<file path="src/rtl/sys_defs.sv">
// rtl/sys_defs.sv - shared machine width and memory bus command encodings
package sys_defs;

  localparam int XLEN = 32;

  typedef enum logic [1:0] {
    BUS_NONE  = 2'h0,
    BUS_LOAD  = 2'h1,
    BUS_STORE = 2'h2
  } bus_command_t;

endpackage

</file>
<file path="src/rtl/icache_mem.sv">
// rtl/icache_mem.sv - direct-mapped tag/data/valid storage, async read, sync write
module icache_mem #(
  parameter int LINES = 32,
  parameter int IDX_W = $clog2(LINES),
  parameter int TAG_W = 24
) (
  input  logic             clock,
  input  logic             reset,
  input  logic [IDX_W-1:0] rd_idx,
  output logic             rd_valid,
  output logic [TAG_W-1:0] rd_tag,
  output logic [63:0]      rd_data,
  input  logic             wr_en,
  input  logic [IDX_W-1:0] wr_idx,
  input  logic [TAG_W-1:0] wr_tag,
  input  logic [63:0]      wr_data
);

  logic [LINES-1:0] valid;
  logic [TAG_W-1:0] tags  [LINES];
  logic [63:0]      lines [LINES];

  assign rd_valid = valid[rd_idx];
  assign rd_tag   = tags[rd_idx];
  assign rd_data  = lines[rd_idx];

  // Only the valid bits need clearing; tag/data contents are don't-care while invalid.
  always_ff @(posedge clock) begin
    if (reset) begin
      valid <= '0;
    end else if (wr_en) begin
      valid[wr_idx] <= 1'b1;
    end
  end

  always_ff @(posedge clock) begin
    if (wr_en) begin
      tags[wr_idx]  <= wr_tag;
      lines[wr_idx] <= wr_data;
    end
  end

endmodule

</file>
<file path="src/rtl/icache.sv">
// rtl/icache.sv - direct-mapped instruction cache with a single outstanding miss
module icache
  import sys_defs::*;
#(
  parameter int ICACHE_LINES = 32
) (
  input  logic            clock,
  input  logic            reset,
  input  logic [XLEN-1:0] proc2Icache_addr,
  input  logic            proc2Icache_req,
  input  logic            squash,
  output logic [63:0]     Icache2proc_data,
  output logic            Icache2proc_valid,
  output bus_command_t    proc2mem_command,
  output logic [XLEN-1:0] proc2mem_addr,
  input  logic [3:0]      mem2proc_response,
  input  logic [63:0]     mem2proc_data,
  input  logic [3:0]      mem2proc_tag,
  output logic [31:0]     miss_count
);

  localparam int IDX_W = $clog2(ICACHE_LINES);
  localparam int TAG_W = XLEN - 3 - IDX_W;

  typedef enum logic [1:0] {
    S_IDLE = 2'd0,
    S_REQ  = 2'd1,
    S_WAIT = 2'd2
  } state_t;

  state_t          state, next_state;
  logic [XLEN-1:0] miss_addr;
  logic [3:0]      mem_tag;
  logic            accept;
  logic            fill;
  logic            rd_valid;
  logic [TAG_W-1:0] rd_tag;
  logic [IDX_W-1:0] req_idx;
  logic [TAG_W-1:0] req_tag;
  logic            unused_addr_bits;

  assign req_idx          = proc2Icache_addr[3 +: IDX_W];
  assign req_tag          = proc2Icache_addr[XLEN-1:3+IDX_W];
  assign unused_addr_bits = ^proc2Icache_addr[2:0];

  assign Icache2proc_valid = proc2Icache_req && rd_valid && (rd_tag == req_tag);

  // Tag 0 means "no data", so a cleared latched tag can never complete a fill.
  assign fill = (state == S_WAIT) && (mem_tag != 4'd0) && (mem2proc_tag == mem_tag);

  icache_mem #(
    .LINES (ICACHE_LINES),
    .IDX_W (IDX_W),
    .TAG_W (TAG_W)
  ) u_mem (
    .clock    (clock),
    .reset    (reset),
    .rd_idx   (req_idx),
    .rd_valid (rd_valid),
    .rd_tag   (rd_tag),
    .rd_data  (Icache2proc_data),
    .wr_en    (fill),
    .wr_idx   (miss_addr[3 +: IDX_W]),
    .wr_tag   (miss_addr[XLEN-1:3+IDX_W]),
    .wr_data  (mem2proc_data)
  );

  always_comb begin
    next_state       = state;
    proc2mem_command = BUS_NONE;
    proc2mem_addr    = '0;
    accept           = 1'b0;
    case (state)
      S_IDLE: begin
        if (proc2Icache_req && !Icache2proc_valid && !squash) begin
          next_state = S_REQ;
        end
      end
      S_REQ: begin
        if (squash) begin
          next_state = S_IDLE;
        end else begin
          proc2mem_command = BUS_LOAD;
          proc2mem_addr    = miss_addr;
          if (mem2proc_response != 4'd0) begin
            accept     = 1'b1;
            next_state = S_WAIT;
          end
        end
      end
      S_WAIT: begin
        if (fill) begin
          next_state = S_IDLE;
        end
      end
      default: next_state = S_IDLE;
    endcase
  end

  always_ff @(posedge clock) begin
    if (reset) begin
      state      <= S_IDLE;
      miss_addr  <= '0;
      mem_tag    <= 4'd0;
      miss_count <= 32'd0;
    end else begin
      state <= next_state;
      if (state == S_IDLE && next_state == S_REQ) begin
        miss_addr <= {proc2Icache_addr[XLEN-1:3], 3'b000};
      end
      if (accept) begin
        mem_tag    <= mem2proc_response;
        miss_count <= miss_count + 32'd1;
      end else if (fill) begin
        mem_tag <= 4'd0;
      end
    end
  end

endmodule
</file>
<file path="config.mk">
export PLATFORM = sky130hd
export DESIGN_NAME = icache
export DESIGN_NICKNAME = d
export VERILOG_FILES = /design/src/rtl/sys_defs.sv /design/src/rtl/icache_mem.sv /design/src/rtl/icache.sv
export SDC_FILE = /design/constraint.sdc
export NUM_CORES = 2
export LEC_CHECK = 0
export CAP_MARGIN = 10
export CORE_MARGIN = 2
export CORE_UTILIZATION = 35
export CTS_BUF_LIST = sky130_fd_sc_hd__clkbuf_4 sky130_fd_sc_hd__clkbuf_8 sky130_fd_sc_hd__clkbuf_16
export DETAILED_ROUTE_END_ITERATION = 8
export DONT_BUFFER_PORTS = 1
export GPL_ROUTABILITY_DRIVEN = 0
export SYNTH_ARGS = -nofsm -noshare
export SYNTH_HDL_FRONTEND = slang
export SYNTH_HIERARCHICAL = 1
export SYNTH_SLANG_ARGS = --single-unit
</file>
<file path="constraint.sdc">
create_clock -name clock -period 12.09 [get_ports clock]
set_clock_uncertainty 0.05 [all_clocks]
set_input_delay 3.0225 -clock clock [delete_from_list [all_inputs] [get_ports clock]]
set_output_delay 3.0225 -clock clock [all_outputs]
set_load 0.01 [all_outputs]
</file>
Word level (Yosys, flattened, before mapping)
Memories as Yosys holds them, arrays and structs flattened.
Cells that the tools add are included.

word-level totals
  register bits = 99
  RAM bits = 2,816
  input bits = 108
  output and inout bits = 131
  memories = 2

operators by class
  add/sub/neg operators = 1
  magnitude comparators = 3
  eq/ne operators = 5
  muxes and demuxes = 20
  bitwise logic cells = 1
  reduce and logical (&&, ||, !) cells = 14

memory list
  name         depth  width  rd ports  clocked after Yosys merged registers in  write ports  RTL line          text
  u_mem.lines  32     64     1         0                                        1            icache_mem.sv:21  logic [63:0] lines [LINES];
  u_mem.tags   32     24     1         0                                        1            icache_mem.sv:20  logic [TAG_W-1:0] tags [LINES];

operators by type and width
  cell                                                                number
  two-way mux 32 bit                                                  2
  adder 32 x 1 -> 32 bit (second input constant)                      1
  OR 32 bit                                                           1
  == test 24 bit                                                      1
  less-than comparator 5 x 6 -> 1 bit (second input constant)         2
  two-way mux 1 bit                                                   9
  logical AND 1 bit                                                   8
  two-way mux 2 bit                                                   4
  two-way mux 4 bit                                                   2
  nonzero test 4 bit                                                  2
  one-hot mux 2 bit (3 select lines)                                  1
  binary-select mux 1 bit (select 5 bit)                              1
  demux 1 bit (select 5 bit)                                          1
  greater-or-equal comparator 5 x 1 -> 1 bit (second input constant)  1
  == test 2 x 1 -> 1 bit (second input constant)                      2
  == test 4 bit                                                       1
  == test 2 bit (second input constant)                               1
  zero test 1 bit                                                     2
  zero test 2 bit                                                     1
  nonzero test 2 bit                                                  1

Depth between registers and ports, before layout
  depth after elaboration = 11
  gate-level depth with buffers = 16
  mapped depth without buffers = 9

Hierarchy
The synthesis kept the hierarchy.

modules (own cells, without submodules)
  module      instances  cells each  area an instance (sq um)  sequential area each (sq um)
  icache_mem  1          5,173       108,131.2                 85,201.7
  icache      1          525         3,983.8                   1,341.3

Worst setup path before layout
OpenSTA, ideal clock, no wires.

  path type = input to output
  from = input port proc2Icache_addr[5]
  to = output port Icache2proc_valid
  arrival = 5,703 ps
  data required time = 9,017 ps
  path slack = 3,315 ps
  stages = 11
  cells stage by stage = buf_4 > buf_4 > buf_2 > clkbuf_1 > mux4_2 > a22oi_1 > nand3_1 > xnor2_1 > nand2_1 > or4b_2 > nor4_1

RTL lines
  what                       RTL line      text
  from (decl)                icache.sv:9   input logic [XLEN-1:0] proc2Icache_addr,
  memory read (32 x 24 bit)  --
  named net rd_tag[4]        icache.sv:37  logic [TAG_W-1:0] rd_tag;
  == test 24 bit             icache.sv:46  assign Icache2proc_valid = proc2Icache_req && rd_valid && (rd_tag == req_tag);
  logical AND 1 bit          icache.sv:46
  to (decl)                  icache.sv:13  output logic Icache2proc_valid,

The timed path passes the listed nets, and every way through them passes these cells. The select of a mux whose other input is x is not followed.

Worst setup path in the final report
Ends and elaborated chain as after synthesis.

==> flow_metrics.tcl <==
set metrics [dict create \
    worstPathMaxFanout 175 \
    clkTransAtPathRegs_ns 0.06 \
    row_count 207 \
    pre_cts_slack_ns 0.862 \
    pwr-share-seq_pct 53.8 \
    io_buffers 0 \
    cts-root-buf "clkbuf_16" \
    yosys-top-cells-area "edfxtp_1 (75%), mux4_2 (7.2%), mux2i_1 (6.4%), a22oi_1 (3.2%), dfxtp_1 (1.8%)" \
    num_io_pins 239 \
    p_total_uw 20600 \
    hold-worst-slack_ns 0.423 \
    period_needed_ns 11.63 \
    ant_nets 0 \
    grt_antenna_before_repair 5 \
    syn-cell-area_sq_um 112000 \
    dp.cells 9663 \
    initial_core_util_pct 35.2 \
    finalSetupViolCount 0 \
    fmax_mhz 86.0 \
    nets 5897 \
    coreArea_sq_um 318000 \
    hold_buffers 0 \
    power.net_switching_uw 4190 \
    cts.sinks 2915 \
    tns_ns 0 \
    yosysWarningCount 6 \
    syn_area_per_cell_sq_um 19.7 \
    ys.flop_type "edfxtp_1" \
    clock_power_share_pct 42.8 \
    drt_iter0_drc 5901 \
    leakagePower_uw 0.0405 \
    seq_area_frac_synth_pct 77.2 \
    drt_first_pass_iters 6 \
    cts_setup_buffers 0 \
    area_growth_pct 13.0 \
    fin_ws_ns 0.463 \
    final_layout_size_suffix_gt1_share_pct 16.8 \
    cts_resized 0 \
    p_comb_share_pct 3.4 \
    cp.required_ns 9.02 \
    outcome "finished with violations" \
    wl_um 297000 \
    async_flop_share_pct 0 \
    hp-class "reg -> reg" \
    finalHoldViolCount 0 \
    grt_pass1_wl_um 418000 \
    maxCapViolations 0 \
    synth-edff-count 2816 \
    grt_overflow 0 \
    fillers 27928 \
    p_sw_share_pct 20.3 \
    tightest_slew_ns 1.66 \
    wl_met1_um 120000 \
    dieArea_sq_um 325000 \
    rsz0062_at_grt "no" \
    grt_max_degree 490 \
    netlist.area_leader.share_pct 75.4 \
    fin_cells 10189 \
    routedWlPerCell_um 29.2 \
    synth_cell_types 53 \
    synth-seq-cells 2915 \
    p_int_uw 16400 \
    grt_usage_pct 17.9 \
    violations "slew limit" \
    dieWidth_um 570 \
    drv_slew 134 \
    synth_cells 5698 \
    clk_path_buf_depth 4 \
    worstSkewPairLatency_ns 0.88 \
    peakVddDrop_v 0.000124 \
    routed_via_density 5.57 \
    top_layer "met4" \
    yosys.area.top_type "edfxtp_1" \
    wl_met2_um 147000 \
    cellPowerDensity_nw_per_um2 163 \
    dpl.hpwl_um 149000 \
    numCtsBuffers 296 \
    tritoncts "built" \
    vias 56715 \
    path_class "in -> out" \
    remaining_drc_errors 0 \
    cp-start-kind "input pin" \
    wl_met3_um 22200 \
    worstSetupEndpointType "output port" \
    grt_pass1_vias 56718 \
    die_y_um 570 \
    cts_htree_levels 5 \
    arrival_ns 8.55 \
    period_share_pct 96.2 \
    max_slew_margin_pct -10.9 \
]
==> critical path: stages <==
cell and delay [ns]:
buf_16 0.41, buf_16 0.59, nor2_1 0.97, a22oi_1 0.17
nand3_1 0.21, nand3_1 0.32, xnor2_1 0.30, nand2_1 0.08
or4b_2 0.67, nor4_1 0.72, buf_4 0.25
==> path summary, 6_finish.rpt <==
check	start	to	slack (ns)	depth (start not counted)
worst min register to register	u_mem/valid[8]	u_mem/valid[8]	0.42	2
worst min-delay path	u_mem/valid[8]	u_mem/valid[8]	0.42	2
worst max-delay path	proc2Icache_addr[5]	Icache2proc_valid	0.46	11
worst max register to register	state[1]	u_mem/lines[26][25]	7.41	6
==> sequential cells by signal (all words and copies together) (netlist names) <==
register     count
u_mem/lines   2048
u_mem/tags     768
miss_count      32
u_mem/valid     32
miss_addr       29
mem_tag          4
state            2
==> cell type report <==
| class | count | area [sq um] | area share [%] |
|---|---|---|---|
| Antenna cell | 4 | 10.0 | 0.00790 |
| Clock buffer | 374 | 8150 | 6.43 |
| Timing Repair Buffer | 134 | 1370 | 1.08 |
| Sequential cell | 2915 | 86500 | 68.3 |
| Tap cell | 4180 | 5230 | 4.13 |
| Inverter | 35 | 131 | 0.104 |
| Clock inverter | 141 | 1150 | 0.910 |
| Multi-Input combinational cell | 2406 | 24100 | 19.0 |
==> per-stage QoR <==
| step | cell area, sq um | utilization, % |
|---|---|---|
| finish | 127000 | 39.8 |
| floorplan | 112000 | - |
| global route | 127000 | 39.8 |
| global placement | 117000 | 36.8 |
| CTS | 126000 | 39.7 |
| detailed placement | 117000 | 36.8 |
==> Yosys cell counts, types with 4 or more instances <==
cell type / count
and2_1: 41
nand3_1: 190
nor2_1: 162
nand3b_1: 5
mux2i_1: 712
xor2_1: 8
buf_6: 26
o21ai_0: 11
buf_4: 17
o211ai_1: 29
xnor2_1: 41
a22oi_1: 484
or3_1: 12
inv_1: 35
buf_2: 128
nor2b_1: 18
nor4_1: 43
or3b_2: 5
edfxtp_1: 2816
buf_1: 11
nor3_1: 6
and4_1: 5
nand2_1: 15
a31oi_1: 52
clkbuf_1: 162
mux4_2: 356
a21oi_1: 70
nand4_1: 55
a22o_1: 52
dfxtp_1: 99
and3_1: 4
==> power groups by stage <==
stage / Sequential, uW / Combinational (uW) / Clock, uW
after global routing: 11100 / 752 / 9350
final: 11100 / 710 / 8810
after CTS: 11100 / 696 / 8970
after global placement: 11300 / 691 / 0
after detailed placement: 11300 / 695 / 0
after floorplan: 11300 / 530 / 0
==> routing by layer <==
layer,GRT usage [%],vias to the layer above
met5,0,-
met4,5.13,0
met3,3.60,439
met2,30.1,2110
met1,23.3,30425
li1,-,23741
==> cells by family (layout without fill, tap and decap cells) <==
kind of cell | after synthesis | count (layout) | share of synthesized area (%)
AO/OA/AOI/OAI | 706 | 706 | 4.56
XOR/XNOR | 49 | 49 | 0.383
adder cells (fa/ha/maj) | 1 | 1 | 0.0112
buffers and inverters | 380 | 684 | 1.66
flip-flops | 2915 | 2915 | 77.2
multiplexers | 1068 | 1068 | 13.5
other | 1 | 8 | 0.00334
AND/OR/NAND/NOR | 578 | 578 | 2.68
==> cells in the final DEF, fill, tap and decap left out, types with 6 or more instances in the layout <==
| master | netlist | layout |
|---|---|---|
| edfxtp_1 | 2816 | 2816 |
| inv_6 | 0 | 7 |
| clkbuf_4 | 0 | 66 |
| inv_1 | 35 | 35 |
| a22oi_1 | 484 | 484 |
| o211ai_1 | 29 | 29 |
| xnor2_1 | 41 | 41 |
| xor2_1 | 8 | 8 |
| mux4_2 | 356 | 356 |
| clkbuf_16 | 0 | 303 |
| a31oi_1 | 52 | 52 |
| buf_4 | 17 | 110 |
| nor2_1 | 162 | 127 |
| nor3_1 | 6 | 6 |
| nand2_1 | 15 | 15 |
| clkinv_2 | 0 | 39 |
| dfxtp_1 | 99 | 99 |
| buf_12 | 0 | 13 |
| and2_1 | 41 | 39 |
| a22o_1 | 52 | 52 |
| buf_16 | 0 | 10 |
| nand4_1 | 55 | 55 |
| nor2_4 | 0 | 34 |
| nor4_1 | 43 | 42 |
| a21oi_1 | 70 | 70 |
| clkinvlp_4 | 0 | 10 |
| clkinv_1 | 0 | 61 |
| bufinv_16 | 0 | 13 |
| nand3_1 | 190 | 190 |
| o21ai_0 | 11 | 11 |
| mux2i_1 | 712 | 712 |
| nor2b_1 | 18 | 10 |
| or3_1 | 12 | 12 |
No activity file was read; power rests on OpenSTA's default activity.
==> patch, RTL diff (same settings) <==
`XLEN`: 32 -> 40.
--- a/src/rtl/sys_defs.sv
+++ b/src/rtl/sys_defs.sv
@@ -1,7 +1,7 @@
 // rtl/sys_defs.sv - shared machine width and memory bus command encodings
 package sys_defs;
 
-  localparam int XLEN = 32;
+  localparam int XLEN = 40;
 
   typedef enum logic [1:0] {
     BUS_NONE  = 2'h0,
Ports: changed (resized proc2Icache_addr and proc2mem_addr); port bits go from 239 to 255. No check against the original RTL was run, so the function may have changed too.
==> patch against the original RTL <==
Worst setup slack got worse by 0.018 ns. Largest power group unchanged. Area after synthesis up 9.2%. Worst hold slack got worse by 0.0045 ns. Die area grew 9.1%. Total power grew 12%. Count of clock-buffer cells in the layout rose by 25. Sequential cell count rose by 264. Wire length grew 9.8%. Final cell count up 9.5%. Design area rose by 9.9%. Global-route usage is essentially flat.
==> patch: results (changes against the original RTL) <==
stage;metric;value;unit;change
clocking;numCtsBuffers;330;;was 296
timing;hold_slack;0.419;ns;was 0.423 ns
detailed_routing;drt_iter0_drc;6613;;was 5901
critical_path;r2r-start;state[0];;was state[1]
grt;grt_pass1_vias;62137;;was 56718
detailed_routing;routed-via-count;61965;;was 56715
finish;final_nets;6419;;was 5897
logic_synthesis;synth_compound_area_frac;0.0472;;was 0.0456
timing;fmax;85.9;MHz;was 86.0 MHz
logic_synthesis;synth_xor_area_frac;0.00444;;was 0.00383
grt;grt_pass1_wl;457000;um;was 418000 um
critical_path;r2r_setup_slack;6.95;ns;was 7.41 ns
power_and_ir_drop;ir_drop;109;uV;was 124 uV
logic_synthesis;postSynthCellCount;6198;;was 5698
power_and_ir_drop;pg_clk;10.0;mW;was 8.81 mW
run_status;outcome;finished clean;;was finished, violations left
clocking;clk_latency;0.94;ns;was 0.88 ns
placement;post-place-ws;-0.187;ns;was 0.862 ns
placement;postPlaceCellArea;0.128;mm^2;was 0.117 mm^2
detailed_routing;routedWlPerCell;29.3;um;was 29.2 um
finish;num-fill-cells;30758;;was 27928
logic_synthesis;synth_commonest_cells;edfxtp_1, mux2i_1, a22oi_1;;unchanged
grt;grt_start_max_net_pins;538;;was 490
finish;drive_above_1_share;0.171;;was 0.168
worst_hold_path;hold_start;u_mem/valid[22];;was u_mem/valid[8]
power_and_ir_drop;power.leakage;44.5;nW;was 40.5 nW
finish;regArea;0.0944;mm^2;was 0.0865 mm^2
timing;slew_headroom;0.0556;;was -0.109
worst_hold_path;worst_hold_path.endpoint;u_mem/valid[22];;was u_mem/valid[8]
logic_synthesis;synthMuxAreaShare;0.135;;about the same
critical_path;rr_endpoint;u_mem/lines[25][6];;was u_mem/lines[26][25]
power_and_ir_drop;comb_power_share;0.039;;was 0.034
critical_path;cp.arrival;8.57;ns;was 8.55 ns
critical_path;slowest_stage;nor2b_4;;was nor2_1
finish;top_regs;u_mem/lines: 2048 flops, u_mem/tags: 1024 flops, miss_addr: 37 flops;;was u_mem/lines: 2048 flops, u_mem/tags: 768 flops
logic_synthesis;synthTopCellsByArea;edfxtp_1, mux4_2, mux2i_1;;unchanged
clocking;cts_max_path_buffers;4;;unchanged
critical_path;critical_path.max_stage_delay;0.80;ns;was 0.97 ns
grt;track_usage;0.178;;was 0.179
critical_path;critPathMaxFanout;115;;was 175
grt;antenna_found_initial;4;;was 5
detailed_routing;viasPerCell;5.56;;was 5.57
logic_synthesis;synthAdderAreaFrac;0.000102;;was 0.000112
logic_synthesis;synth-seq-area-share;0.771;;was 0.772
power_and_ir_drop;comb_power;911;uW;was 710 uW
critical_path;worst-r2r-cell-count;7;;was 6
patch: cell types whose count changed after synthesis, moves of 27 or more:
cell / before / now
a21oi_1: 70 / 10
a22oi_1: 484 / 520
a2bb2oi_1: 0 / 36
and3_1: 4 / 40
edfxtp_1: 2816 / 3072
mux2i_1: 712 / 777
mux4_2: 356 / 388
nand2_1: 15 / 59
nor4_1: 43 / 16
o211ai_1: 29 / 0
o21ai_0: 11 / 41
o311ai_1: 0 / 37
patch: layout make-up:
cell class	instances	area share
antenna	2	0.0000360
timing repair buffer	149	0.0132
tap	4599	0.0413
clock buffer	399	0.0637
sequential	3179	0.678
inverter	9	0.000243
multi-input combinational	2633	0.190
clock inverter	184	0.0133
patch: routing by layer:
layer,track usage,share of wire,up-vias
met4,0.0586,0.032,0
met2,0.306,0.50,2248
li1,-,-,25855
met3,0.0308,0.070,491
met5,0,0,-
met1,0.229,0.40,33371
